$ cat src/rtl/audio_pkg.sv
// Shared audio constants and the sample type.
// The mixer, this feeder and the serializer all use it.
package audio_pkg;
  localparam int SAMPLE_W        = 24;
  localparam int DEF_SCLK_DIV    = 8;
  localparam int DEF_BITS_PER_CH = 32;

  typedef logic [SAMPLE_W-1:0] sample_t;
endpackage

$ cat src/rtl/sample_fifo.sv
// Synchronous FIFO with occupancy count. Push is ignored when full and pop is
// ignored when empty. DEPTH must be a power of two so the pointers wrap naturally.
module sample_fifo #(
  parameter int W     = 24,
  parameter int DEPTH = 4
) (
  input  logic                     clk,
  input  logic                     rst,
  input  logic                     push,
  input  logic [W-1:0]             wr_data,
  input  logic                     pop,
  output logic [W-1:0]             rd_data,
  output logic [$clog2(DEPTH):0]   count,
  output logic                     full,
  output logic                     empty
);
  localparam int PTR_W = (DEPTH > 1) ? $clog2(DEPTH) : 1;
  localparam int CNT_W = $clog2(DEPTH) + 1;

  logic [W-1:0]     mem_q [DEPTH];
  logic [W-1:0]     mem_d [DEPTH];
  logic [PTR_W-1:0] wr_ptr_q, wr_ptr_d;
  logic [PTR_W-1:0] rd_ptr_q, rd_ptr_d;
  logic [CNT_W-1:0] count_q, count_d;
  logic             do_push, do_pop;

  assign full    = (count_q == CNT_W'(DEPTH));
  assign empty   = (count_q == '0);
  assign do_push = push && !full;
  assign do_pop  = pop && !empty;
  assign rd_data = mem_q[rd_ptr_q];
  assign count   = count_q;

  always_comb begin
    mem_d    = mem_q;
    wr_ptr_d = wr_ptr_q;
    rd_ptr_d = rd_ptr_q;
    count_d  = count_q;
    if (do_push) begin
      mem_d[wr_ptr_q] = wr_data;
      wr_ptr_d        = wr_ptr_q + 1'b1;
    end
    if (do_pop) begin
      rd_ptr_d = rd_ptr_q + 1'b1;
    end
    case ({do_push, do_pop})
      2'b10:   count_d = count_q + 1'b1;
      2'b01:   count_d = count_q - 1'b1;
      default: count_d = count_q;
    endcase
  end

  always_ff @(posedge clk) begin
    if (rst) begin
      wr_ptr_q <= '0;
      rd_ptr_q <= '0;
      count_q  <= '0;
    end else begin
      wr_ptr_q <= wr_ptr_d;
      rd_ptr_q <= rd_ptr_d;
      count_q  <= count_d;
    end
  end

  // Storage needs no reset; occupancy is tracked by count_q.
  always_ff @(posedge clk) begin
    mem_q <= mem_d;
  end
endmodule

$ cat src/rtl/i2s_frame_feeder.sv
// Generates SCLK/LRCLK from the system clock and presents one buffered sample
// per stereo frame on data_out, updated only at frame start.
// s_data/s_valid/s_ready: a sample is taken on any cycle where s_valid && s_ready.
module i2s_frame_feeder
  import audio_pkg::*;
#(
  parameter int SCLK_DIV    = DEF_SCLK_DIV,
  parameter int BITS_PER_CH = DEF_BITS_PER_CH,
  parameter int FIFO_DEPTH  = 4
) (
  input  logic                          Clk,
  input  logic                          Reset,
  input  logic                          enable,
  input  sample_t                       s_data,
  input  logic                          s_valid,
  output logic                          s_ready,
  input  logic                          underrun_clr,
  output logic                          SCLK,
  output logic                          LRCLK,
  output sample_t                       data_out,
  output logic                          sample_tick,
  output logic                          underrun,
  output logic [$clog2(FIFO_DEPTH):0]   fifo_level
);
  localparam int FRAME_BITS = 2 * BITS_PER_CH;
  localparam int DIV_W      = (SCLK_DIV > 1) ? $clog2(SCLK_DIV) : 1;
  localparam int BIT_W      = $clog2(FRAME_BITS);

  logic [DIV_W-1:0] div_cnt_q, div_cnt_d;
  logic [BIT_W-1:0] bit_cnt_q, bit_cnt_d;
  logic             sclk_q, sclk_d;
  logic             lrclk_q, lrclk_d;
  sample_t          data_q, data_d;
  logic             tick_q, tick_d;
  logic             underrun_q, underrun_d;
  logic             div_tc, bit_wrap, pop;

  sample_t          fifo_rd;
  logic             fifo_full, fifo_empty;

  sample_fifo #(.W(SAMPLE_W), .DEPTH(FIFO_DEPTH)) u_fifo (
    .clk     (Clk),
    .rst     (Reset),
    .push    (s_valid),
    .wr_data (s_data),
    .pop     (pop),
    .rd_data (fifo_rd),
    .count   (fifo_level),
    .full    (fifo_full),
    .empty   (fifo_empty)
  );

  assign s_ready = !fifo_full;

  always_comb begin
    div_cnt_d  = div_cnt_q;
    bit_cnt_d  = bit_cnt_q;
    sclk_d     = sclk_q;
    lrclk_d    = lrclk_q;
    data_d     = data_q;
    tick_d     = 1'b0;
    underrun_d = underrun_q && !underrun_clr;
    pop        = 1'b0;
    div_tc     = (div_cnt_q == DIV_W'(SCLK_DIV - 1));
    bit_wrap   = (bit_cnt_q == BIT_W'(FRAME_BITS - 1));
    if (!enable) begin
      div_cnt_d = '0;
      bit_cnt_d = '0;
      sclk_d    = 1'b0;
      lrclk_d   = 1'b0;
    end else begin
      div_cnt_d = div_tc ? '0 : div_cnt_q + 1'b1;
      if (div_tc) begin
        sclk_d = !sclk_q;
        // Bit counter and word select move only on SCLK falling edges.
        if (sclk_q) begin
          bit_cnt_d = bit_wrap ? '0 : bit_cnt_q + 1'b1;
          lrclk_d   = (bit_cnt_d >= BIT_W'(BITS_PER_CH));
          if (bit_wrap) begin
            tick_d = 1'b1;
            if (fifo_empty) begin
              data_d     = '0;
              underrun_d = 1'b1;
            end else begin
              data_d = fifo_rd;
              pop    = 1'b1;
            end
          end
        end
      end
    end
  end

  always_ff @(posedge Clk) begin
    if (Reset) begin
      div_cnt_q  <= '0;
      bit_cnt_q  <= '0;
      sclk_q     <= 1'b0;
      lrclk_q    <= 1'b0;
      data_q     <= '0;
      tick_q     <= 1'b0;
      underrun_q <= 1'b0;
    end else begin
      div_cnt_q  <= div_cnt_d;
      bit_cnt_q  <= bit_cnt_d;
      sclk_q     <= sclk_d;
      lrclk_q    <= lrclk_d;
      data_q     <= data_d;
      tick_q     <= tick_d;
      underrun_q <= underrun_d;
    end
  end

  assign SCLK        = sclk_q;
  assign LRCLK       = lrclk_q;
  assign data_out    = data_q;
  assign sample_tick = tick_q;
  assign underrun    = underrun_q;
endmodule

$ cat config.mk
export PLATFORM = sky130hd
export DESIGN_NAME = i2s_frame_feeder
export DESIGN_NICKNAME = d
export VERILOG_FILES = /design/src/rtl/audio_pkg.sv /design/src/rtl/sample_fifo.sv /design/src/rtl/i2s_frame_feeder.sv
export SDC_FILE = /design/constraint.sdc
export NUM_CORES = 1
export LEC_CHECK = 0
export BUFFER_PORTS_ARGS = -buffer_cell sky130_fd_sc_hd__buf_2
export CORE_ASPECT_RATIO = 0.8
export CORE_MARGIN = 1
export CORE_UTILIZATION = 52
export DETAILED_ROUTE_END_ITERATION = 10
export GPL_TIMING_DRIVEN = 0
export PLACE_DENSITY = 0.75
export RECOVER_POWER = 25
export SLEW_MARGIN = 40
export SYNTH_ARGS = -nofsm -noshare
export SYNTH_HDL_FRONTEND = slang
export SYNTH_SLANG_ARGS = --single-unit
$ cat constraint.sdc
create_clock -name Clk -period 2.8 [get_ports Clk]
set_input_delay 0.84 -clock Clk [delete_from_list [all_inputs] [get_ports Clk]]
set_output_delay 0.84 -clock Clk [all_outputs]
set_load 0.03 [all_outputs]
==> results.yml, run 1 <==
pwr:
  p_leak_nw: 2.24
  finalPower_w: 0.00469
  power_density_nw_per_um2: 732
  ir_drop_mv: 0.491
finish:
  area_growth_pct: 21.4
  n_antenna_cell: 0
  drive_above_1_share_pct: 33.4
  final_cell_mix: "edfxtp_1 (96), dfxtp_1 (43), buf_2 (43), clkbuf_1 (26), mux4_2 (24)"
  fin_cells: 528
  final_common_cell: "edfxtp_1"
  fin_nets: 417
synth:
  synth_cell_type_count: 43
  synth_seq_cells: 140
  syn-num-nets: 334
  yosysTopAreaCell: "edfxtp_1"
  syn_avg_cell_area_sq_um: 17.9
  ys_warn_count: 0
  synth_seq_area_share_pct: 71.2
  async_reset_ff_share_pct: 0
  synth-edff-count: 96
  synthCells: 296
  synth_top_area_share_pct: 54.6
  synth_top_cells_by_area: "edfxtp_1 (55%), dfxtp_1 (17%), mux4_2 (10%), a32o_1 (4.4%), ha_1 (1.9%)"
  syn-cell-area_sq_um: 5280
  synth_ff_type: "edfxtp_1"
floorplanning:
  dieHeight_um: 92.2
  io-pin-count: 61
  die_w_um: 115
  core-area_sq_um: 9770
  rows: 32
  die_area_sq_um: 10600
  initial_core_util_pct: 54.1
timing:
  period_minus_slack_ns: 2.67
  tightest_slew_ns: 0.771
  hold_ws_ns: 0.412
  finClkSkew_ns: 0.00726
  relSlewSlack_pct: 48.6
  period_share_pct: 95.2
  slew_violations: 0
  hold_violations: 0
  grt_setup_unrepaired: "no"
  max_freq_mhz: 375
  setup_viol: 0
cts:
  htreeDepth: 4
  clock_path_buffers: 2
  tritoncts.num_buffers: 17
  clk-insertion-delay-late_ns: 0.41
  cts_sinks: 140
  clk_pin_slew_ns: 0.06
  cts_tree: "yes"
  cts-root-buf: "clkbuf_16"
status:
  status: "completed"
place:
  io_buffers: 58
  gp_congestion: 0.834
  dp_cells: 490
  dp_hpwl_um: 6070
drt:
  vias_per_cell: 5.72
  drtPass1Iterations: 5
  dr_total_vias: 3021
  routed_wl_um: 10300
  wl_per_cell_um: 19.5
  drt_iter0_drc: 193
  detail-route-antenna-nets: 0
  drc: 0
worst_setup_path:
  cp.arrival_ns: 3.02
  critPathMaxFanout: 6
  endpoint_kind: "flop"
  critPathKind: "reg -> reg"
  startpoint_type: "flop"
  worstPathRequired_ns: 3.15
global_routing:
  grt_overflow: 0
  grt.total_usage_pct: 21.6
  grt_max_degree: 25
  grt_pass1_wl_um: 16300
  antenna_found_initial: 0
  grt_pass1_vias: 3057
job:
  drv_cap: 0
hold_path:
  hold_path_class: "reg -> reg"
[worst max-delay path, stage by stage (launching register included)]
cell     delay (ns)
dfxtp_2        0.33
ha_2           0.16
ha_2           0.16
buf_6          0.12
nand4_4        0.11
or2_4          0.29
buf_12         0.14
nor2_4         0.08
ha_2           0.18
inv_1          0.06
fa_2           0.35
xor2_1         0.15
or3_1          0.35
a21oi_2        0.11
[through the flow]
step	util (%)	area [sq um]	TNS, ns	setup slack [ns]
6_report	65.6	6410	0	0.133
4_1_cts	65.3	6380	0	0.0167
2_1_floorplan	-	5300	0	0.0353
5_1_grt	65.6	6410	0	0.00801
3_3_place_gp	58.9	5760	-0.295	-0.218
3_5_place_dp	59.0	5760	-0.389	-0.279
[what timing repair did]
action | CTS | global route
gates resized for setup | 3 | 9
hold buffers | 0 | 0
setup endpoints to repair | 1 | 1
pin swaps | 2 | 5
gates cloned | 0 | 0
buffers inserted | 1 | 6
[synth_stat cells, types with 3 or more instances]
| master | number |
|---|---|
| edfxtp_1 | 96 |
| mux4_2 | 24 |
| nor2_1 | 8 |
| nor3_1 | 4 |
| nand2_1 | 7 |
| a32o_1 | 23 |
| dfxtp_1 | 44 |
| or3_1 | 3 |
| xor2_1 | 3 |
| o21ai_0 | 3 |
| clkbuf_1 | 6 |
| and3_1 | 5 |
| o31ai_1 | 3 |
| a21oi_1 | 11 |
| inv_1 | 6 |
| buf_2 | 6 |
| nand3_1 | 4 |
| ha_1 | 8 |
[layout make-up]
type / count / area, sq um
plain buffers: 18 / 116
clock buffers: 17 / 425
clock inverters: 15 / 174
fillers: 692 / 3360
inverters: 7 / 26.3
multi-input cells: 130 / 1420
flip-flops and latches: 140 / 3760
well taps: 136 / 170
repair buffers: 65 / 318
[where the power goes]
group / switching (W) / internal [W]
clock network: 0.000855 / 0.00140
registers: 0.0000187 / 0.00227
logic: 0.0000966 / 0.0000515
[routing by layer]
| metal | global-route usage [%] | share of wire [%] | wire length [um] |
|---|---|---|---|
| met1 | 29.1 | 43 | 4450 |
| met2 | 33.2 | 51 | 5220 |
| met4 | 9.20 | 1.3 | 131 |
| met5 | 0 | 0 | 0 |
| met3 | 6.21 | 4.8 | 497 |
[kinds of logic (layout without fill, tap and decap cells)]
logic type | after synthesis | after routing | synth area share (%)
DFF | 140 | 140 | 71.2
AOI/OAI and AO/OA | 50 | 50 | 7.81
adders and majority gates | 9 | 9 | 2.27
buffers and inverters | 26 | 122 | 2.70
xor gates and xnor gates | 4 | 4 | 0.663
and+or+nand+nor | 43 | 43 | 5.09
muxes | 24 | 24 | 10.2
[sequential cells by signal, indices dropped and copies added, names as in the netlist]
| register | flops |
|---|---|
| LRCLK | 1 |
| data_out | 24 |
| sample_tick | 1 |
| div_cnt_q | 3 |
| SCLK | 1 |
| u_fifo.count | 3 |
| u_fifo.rd_ptr_q | 2 |
| underrun | 1 |
| u_fifo.wr_ptr_q | 2 |
| u_fifo.mem_q | 96 |
| bit_cnt_q | 6 |
[final timing paths]
kind	startpoint	to	slack [ns]	cells after the start
max	div_cnt_q[0]	u_fifo.count[2]	0.13	13
min	div_cnt_q[0]	div_cnt_q[0]	0.41	1
max reg2reg	div_cnt_q[0]	u_fifo.count[2]	0.13	13
min reg2reg	div_cnt_q[0]	div_cnt_q[0]	0.41	1
Note: power is estimated with default switching activity, not from simulation.
==> run 2, diff against run 1 <==
--- a/config.mk
+++ b/config.mk
@@ -6,7 +6,7 @@
 export NUM_CORES = 1
 export LEC_CHECK = 0
 export BUFFER_PORTS_ARGS = -buffer_cell sky130_fd_sc_hd__buf_2
-export CORE_ASPECT_RATIO = 0.8
+export CORE_ASPECT_RATIO = 0.5
 export CORE_MARGIN = 1
 export CORE_UTILIZATION = 52
 export DETAILED_ROUTE_END_ITERATION = 10
==> results.yml, run 2 (synthesis results as in run 1) <==
timing:
  relSlewSlack_pct: 54.4
  hold_violations: 0
  period_minus_slack_ns: 2.66
  finClkSkew_ns: 0.00884
  slew_violations: 0
  period_share_pct: 95.1
  setup_slack_ns: 0.137
  tightest_slew_ns: 0.684
  hold_ws_ns: 0.413
  finalSetupTns_ns: 0
  setup_viol: 0
  max_freq_mhz: 375
floorplanning:
  die_area_sq_um: 10600
  core-area_sq_um: 9670
  die_w_um: 145
  initial_core_util_pct: 54.7
  io-pin-count: 61
  rows: 25
  dieHeight_um: 73.3
drt:
  drt_iter0_drc: 229
  vias_per_cell: 5.86
  routed_wl_um: 10300
  drc: 0
  drtPass1Iterations: 4
  dr_total_vias: 3070
  detail-route-antenna-nets: 0
  wl_per_cell_um: 19.7
finish:
  fill_cells: 648
  area_growth_pct: 21.0
  fin_nets: 414
  largest_reg_flops: 96
  final_cell_mix: "edfxtp_1 (96), buf_2 (46), dfxtp_1 (43), clkbuf_1 (24), mux4_2 (24)"
  post-route-util_pct: 66.1
  drive_above_1_share_pct: 32.9
  largest-register: "u_fifo.mem_q"
  multi_input_area_sq_um: 1410
  n_antenna_cell: 0
  final_common_cell: "edfxtp_1"
  seq_area_sq_um: 3760
place:
  dp_hpwl_um: 6340
  place_ws_ns: -0.245
  gp_congestion: 0.850
  io_buffers: 58
global_routing:
  grt_pass1_wl_um: 16000
  grt_pass1_vias: 3005
  antenna_found_initial: 0
  grt.total_usage_pct: 21.4
  grt_max_degree: 25
  grt_overflow: 0
cts:
  cts-root-buf: "clkbuf_16"
  clk-insertion-delay-late_ns: 0.42
  holdBufCountCts: 0
  cts_tree: "yes"
  tritoncts.num_buffers: 17
  cts_sinks: 140
  clk_pin_slew_ns: 0.06
  htreeDepth: 4
  clock_path_buffers: 2
pwr:
  ir_drop_mv: 0.380
  p_leak_nw: 2.26
  finalPower_w: 0.00474
  power_density_nw_per_um2: 742
worst_setup_path:
  endpoint_kind: "flop"
  critPathKind: "reg -> reg"
  startpoint_type: "flop"
  cp.arrival_ns: 3.01
  rrSetupSlack_ns: 0.14
  worstPathRequired_ns: 3.14
  critPathMaxFanout: 10
job:
  drv_cap: 0
hold_path:
  hold_path_class: "reg -> reg"
status:
  status: "completed"
run 2: cell count changes in the layout (fill, tap and decap cells not counted), sizes merged:
cell	before	now
inv	8	11
clkinvlp	6	1
clkbuf	43	42
run 2: path summary, 6_finish.rpt:
kind,depth (start not counted),end,startpoint
hold / removal,1,div_cnt_q[0],div_cnt_q[0]
setup / recovery,14,u_fifo.count[2],div_cnt_q[0]
setup reg to reg,14,u_fifo.count[2],div_cnt_q[0]
hold reg to reg,1,div_cnt_q[0],div_cnt_q[0]
run 2: metrics by stage:
step,cells,cell area (sq um)
6_report,524,6390
4_1_cts,522,6380
5_1_grt,524,6390
3_5_place_dp,489,5760
3_3_place_gp,489,5760
2_1_floorplan,296,5300
run 2: routing by layer:
| layer | wire (um) | vias up | track usage [%] |
|---|---|---|---|
| met2 | 5290 | 108 | 35.8 |
| li1 | - | 1372 | - |
| met3 | 677 | 15 | 6.91 |
| met1 | 4240 | 1575 | 26.1 |
| met5 | 0 | - | 0 |
| met4 | 140 | 0 | 8.89 |
run 2: final cells by class:
| cell class | instances | share of cell area, % |
|---|---|---|
| multi-input combinational | 130 | 22.1 |
| inverter | 7 | 0.411 |
| timing repair buffer | 61 | 4.56 |
| sequential | 140 | 58.9 |
| tap | 135 | 2.64 |
| buffer | 19 | 1.92 |
| clock inverter | 13 | 2.58 |
| clock buffer | 19 | 6.93 |
run 2: worst max-delay path, stage by stage, from the launching register on:
cell and delay [ns]:
dfxtp_2 0.33, ha_1 0.14, ha_1 0.15, buf_6 0.11
nand4_4 0.10, or2_1 0.24, buf_6 0.15, buf_8 0.14
nor2_2 0.09, ha_2 0.19, inv_1 0.05, fa_2 0.33
xor2_1 0.15, or3_1 0.30, a21oi_1 0.13
run 2: where the power goes:
group	internal, W	leakage (nW)	total (W)	switching (W)
clock	0.00143	0.299	0.00230	0.000871
combinational	0.0000518	0.728	0.000147	0.0000952
sequential	0.00227	1.24	0.00229	0.0000196
total	0.00376	2.26	0.00474	0.000985
run 2: timing repair:
item                                    CTS  global route
pin swaps                                 1             3
setup buffers                             1             2
endpoints found under the setup margin    1             2
gates resized for setup                   2             4
